--- src/rtl/demux4_route_ctrl.sv ---
// rtl/demux4_route_ctrl.sv - 1-to-4 demux sequencing controller with addressed/round-robin routing
module demux4_route_ctrl #(
  parameter int DW      = 8,
  parameter int TIMEOUT = 15,
  parameter int CNTW    = 8
) (
  input  logic              clk,
  input  logic              rst,
  input  logic              in_valid,
  output logic              in_ready,
  input  logic [DW-1:0]     in_data,
  input  logic [1:0]        in_dest,
  input  logic              rr_mode,
  output logic [3:0]        out_valid,
  input  logic [3:0]        out_ready,
  output logic [DW-1:0]     out_data,
  output logic              sel_s0,
  output logic              sel_s1,
  output logic              busy,
  output logic [4*CNTW-1:0] sent_cnt
);

  typedef enum logic {IDLE, SEND} state_t;

  localparam logic [7:0] WAIT_LAST = 8'(TIMEOUT - 1);

  state_t          state_q, state_d;
  logic [DW-1:0]   data_q, data_d;
  logic [1:0]      sel_q, sel_d;
  logic [1:0]      rr_ptr_q, rr_ptr_d;
  logic [7:0]      wait_q, wait_d;
  logic            mode_q, mode_d;
  logic [CNTW-1:0] cnt_q [4];
  logic [CNTW-1:0] cnt_d [4];
  logic            xfer;

  always_ff @(posedge clk) begin
    if (rst) begin
      state_q  <= IDLE;
      data_q   <= '0;
      sel_q    <= '0;
      rr_ptr_q <= '0;
      wait_q   <= '0;
      mode_q   <= 1'b0;
      for (int c = 0; c < 4; c++) cnt_q[c] <= '0;
    end else begin
      state_q  <= state_d;
      data_q   <= data_d;
      sel_q    <= sel_d;
      rr_ptr_q <= rr_ptr_d;
      wait_q   <= wait_d;
      mode_q   <= mode_d;
      for (int c = 0; c < 4; c++) cnt_q[c] <= cnt_d[c];
    end
  end

  always_comb begin
    state_d  = state_q;
    data_d   = data_q;
    sel_d    = sel_q;
    rr_ptr_d = rr_ptr_q;
    wait_d   = wait_q;
    mode_d   = mode_q;
    for (int c = 0; c < 4; c++) cnt_d[c] = cnt_q[c];
    xfer     = (state_q == SEND) && out_ready[sel_q];

    case (state_q)
      IDLE: begin
        if (in_valid) begin
          data_d  = in_data;
          mode_d  = rr_mode;
          sel_d   = rr_mode ? rr_ptr_q : in_dest;
          wait_d  = '0;
          state_d = SEND;
        end
      end
      SEND: begin
        // Transfer takes priority over a coincident timeout.
        if (xfer) begin
          cnt_d[sel_q] = cnt_q[sel_q] + CNTW'(1);
          if (mode_q) rr_ptr_d = sel_q + 2'd1;
          state_d = IDLE;
        end else if (mode_q) begin
          if (wait_q == WAIT_LAST) begin
            sel_d  = sel_q + 2'd1;
            wait_d = '0;
          end else begin
            wait_d = wait_q + 8'd1;
          end
        end
      end
      default: state_d = IDLE;
    endcase
  end

  always_comb begin
    in_ready  = (state_q == IDLE);
    busy      = (state_q == SEND);
    out_valid = (state_q == SEND) ? (4'b0001 << sel_q) : 4'b0000;
    out_data  = data_q;
    sel_s0    = sel_q[1];
    sel_s1    = sel_q[0];
    for (int c = 0; c < 4; c++) sent_cnt[c*CNTW +: CNTW] = cnt_q[c];
  end

endmodule

--- config.mk ---
export PLATFORM = sky130hd
export DESIGN_NAME = demux4_route_ctrl
export DESIGN_NICKNAME = d
export VERILOG_FILES = /design/src/rtl/demux4_route_ctrl.sv
export SDC_FILE = /design/constraint.sdc
export NUM_CORES = 1
export LEC_CHECK = 0
export ABC_CLOCK_PERIOD_IN_PS = 1900
export CAP_MARGIN = 40
export CORE_UTILIZATION = 44
export DETAILED_ROUTE_END_ITERATION = 10
export GPL_TIMING_DRIVEN = 1
export MAX_ROUTING_LAYER = met4
export PLACE_DENSITY = 0.76
export SLEW_MARGIN = 5
export SYNTH_ARGS = -nofsm -noshare
export SYNTH_HDL_FRONTEND = slang
export SYNTH_SLANG_ARGS = --single-unit
--- constraint.sdc ---
create_clock -name clk -period 1.9 [get_ports clk]
set_clock_uncertainty 0.15 [all_clocks]
set_input_delay 0.285 -clock clk [delete_from_list [all_inputs] [get_ports clk]]
set_output_delay 0.285 -clock clk [all_outputs]
set_load 0.02 [all_outputs]
==> results.cfg <==
[status]
result_of_the_run = finished, violations left
failing_checks = setup timing

[flow_run]
max_cap_violations = 0

[yosys]
synth_enable_flop_cells = 0
synth_seq_area_share_pct = 44.0
fraction_of_post_synthesis_cell_area_in_the_top_cell_type_by_area_pct = 44.0
yosys_register_bits = 56
synth_top_area_cell = sky130_fd_sc_hd__dfxtp_1
synthArstFlopShare_pct = 0
yosys_warnings = 0
syn_inst = 275
post_synth_main_area_contributors = sky130_fd_sc_hd__dfxtp_1, sky130_fd_sc_hd__mux4_2, sky130_fd_sc_hd__nor2_1, sky130_fd_sc_hd__a211oi_1, sky130_fd_sc_hd__a311oi_1
synth_nets = 300
synth.distinct_cells = 36
average_size_of_a_mapped_cell_um2 = 9.27
synthesis.area_um2 = 2550
ys_flop_type = sky130_fd_sc_hd__dfxtp_1

[cts]
tritoncts.num_buffers = 5
cts.root.buffer_cell = sky130_fd_sc_hd__clkbuf_8
cts_tree = yes
clock-sinks = 56
cts_hold_buffers = 0
h-tree-depth = 2
worstSkewPairLatency_ns = 0.30
path_clk_slew_ns = 0.09
cts_max_path_buffers = 2

[placed_design]
gp_routability_congestion = 0.871
port_buffers = 65
dp.final_hpwl_um = 4570
placement.setup.worst_slack_ns = -0.502

[layout]
most-common-layout-cells = sky130_fd_sc_hd__clkdlybuf4s50_1, sky130_fd_sc_hd__dfxtp_1, sky130_fd_sc_hd__nor2_1
leading_cell_type_in_the_layout_fill_and_taps_excluded = sky130_fd_sc_hd__clkdlybuf4s50_1
layout-drive-gt1-share_pct = 30.1
nets = 385
area_growth_pct = 55.2
num_antenna_cells = 0

[pwr]
reg_power_share_pct = 51.7
powerDensity_nw_per_um2 = 609
leakage_power_uw = 0.00134
share_comb_of_total_power_pct = 19.6
p_switching_uw = 644
power.switching_fraction_pct = 26.7
clock_power_share_pct = 28.7
cell_internal_pwr_uw = 1770
vdd_ir_drop_max_mv = 0.373
finalPower_uw = 2410

[routing]
initial_drc_count = 126
avgViaCountPerCell = 5.80
routed_wirelength_um = 7510
routed_length_per_placed_instance_um = 17.4
drc = 0
drt_pre_antenna_iters = 5
route.vias.total = 2499
ant_nets = 0

[timing]
measured_slew_at_the_worst_slew_check_pin_ns = 0.574
final_hold_vios = 0
final_period_minus_worst_setup_slack_ns = 2.05
layout_worst_path_cycle_share_pct = 108
unrepaired_setup_endpoints_after_global_routing = true
clock.fmax_mhz = 489
slew-limit-headroom_pct = 61.6
maxSlewViolCount = 0
fin_ws_ns = -0.147
setup_violation_total_in_the_final_timing_report = 36

[floorplanning]
initial_core_util_pct = 46.0
die-height_um = 78.1
top_level_ports = 66
die-area_um2 = 6100
core_um2 = 5540
floorplan.die.width_um = 78.1
placementRows = 27

[worst_hold_path]
worst_hold_path.num_cells = 2
hold_class = reg -> reg

[worst_setup_path]
cp-end-kind = register
max_stage_delay_ns = 0.45
setup.worst_path.class = reg -> reg
worst_r2r_path_depth = 5
timing.critical_path.from_type = register
crit_chain = mux4_2 -> ha_4 -> inv_1 -> or3_4 -> a311oi_1
critical_path.max_fanout = 6
critPathSlowestCell = sky130_fd_sc_hd__mux4_2
required_ns = 1.97
data_arrival_critical_path_ns = 2.11

[global_route]
antenna_found_initial = 0
grt_pass1_vias = 2250
grt_usage_pct = 22.7
first_pass_grt_wire_length_um = 10700
largest_net_degree_at_the_start_of_global_routing = 26
grt.overflow.total = 0
-- through the flow --
step | util [%] | hold WS [ns] | area, um2 | instances | setup TNS, ns
6_report | 71.4 | 0.307 | 3960 | 431 | -2.55
5_1_grt | 71.4 | 0.344 | 3960 | 431 | -4.91
4_1_cts | 67.1 | 0.311 | 3720 | 426 | -1.45
3_5_place_dp | 63.1 | 0.298 | 3500 | 419 | -15.03
3_3_place_gp | 63.1 | 0.290 | 3500 | 419 | -13.72
2_1_floorplan | - | 0.271 | 2590 | 275 | -2.16
-- final cells by class --
class | instances | area, um2
fillers | 400 | 1580
multi-input cells | 192 | 1630
inverters | 7 | 26.3
flip-flops and latches | 56 | 1130
repair buffers | 98 | 985
well taps | 72 | 90.1
clock buffers | 6 | 93.8
-- what timing repair did --
action,CTS,global route
endpoints found under the hold margin,0,0
pin swaps,19,10
gates cloned,1,2
resized for setup,41,47
setup endpoints to repair,42,49
setup buffers,1,3
-- sequential cells by signal, summed over array words and instances (netlist names), named ones only --
name / cells
cnt_q: 32
wait_q: 8
busy: 1
sel_q: 2
out_data: 8
rr_ptr_q: 2
mode_q: 1
-- kinds of logic (layout without fill, tap and decap cells) --
family / Yosys count / after routing / share of synthesized area [%]
AOI/OAI and AO/OA: 58 / 59 / 15.5
xor gates and xnor gates: 4 / 4 / 1.37
adders and majority gates: 7 / 7 / 3.44
buffers and inverters: 28 / 111 / 4.81
DFF: 56 / 56 / 44.0
muxes: 17 / 17 / 11.1
and+or+nand+nor: 105 / 105 / 19.8
-- worst paths after layout --
path | startpoint | end | slack (ns)
min reg2reg | out_data[4]$_SDFFE_PP0P_ | out_data[4]$_SDFFE_PP0P_ | 0.31
max reg2reg | register | cnt_q[0][6]$_SDFFE_PP0P_ | -0.15
min | out_data[4]$_SDFFE_PP0P_ | out_data[4]$_SDFFE_PP0P_ | 0.31
max | register | cnt_q[0][6]$_SDFFE_PP0P_ | -0.15
-- power groups by stage --
stage,combinational [uW],sequential [uW],clock [uW]
after detailed placement,405,1270,0
after global routing,509,1250,753
final,473,1250,691
after global placement,401,1270,0
after floorplan,183,1300,0
after CTS,422,1240,708
-- cells in the mapped netlist (all sizes together), types with 4 or more instances --
cell type,number
dfxtp,56
nor2,36
nand2,27
a21oi,18
a211oi,17
clkbuf,14
a311oi,12
nand3,11
mux4,9
and2,8
buf,7
ha,7
inv,7
mux2i,7
or3,5
or4,5
o21ai,4
-- routing by layer --
| metal | global-route usage, % | share of wire [%] |
|---|---|---|
| met2 | 38.3 | 51 |
| met1 | 28.7 | 42 |
| met3 | 4.30 | 4.4 |
| met5 | - | 0 |
| met4 | 3.89 | 1.9 |
-- worst max-delay path: cells and delay by family (launching register included) --
family	cells	cell delay, ns
simple gates	1	0.42
mux	1	0.45
buf+inv	1	0.06
flops	1	0.40
compound gates	1	0.28
fa+ha+maj	1	0.20
No activity file was read; power rests on OpenSTA's default activity.
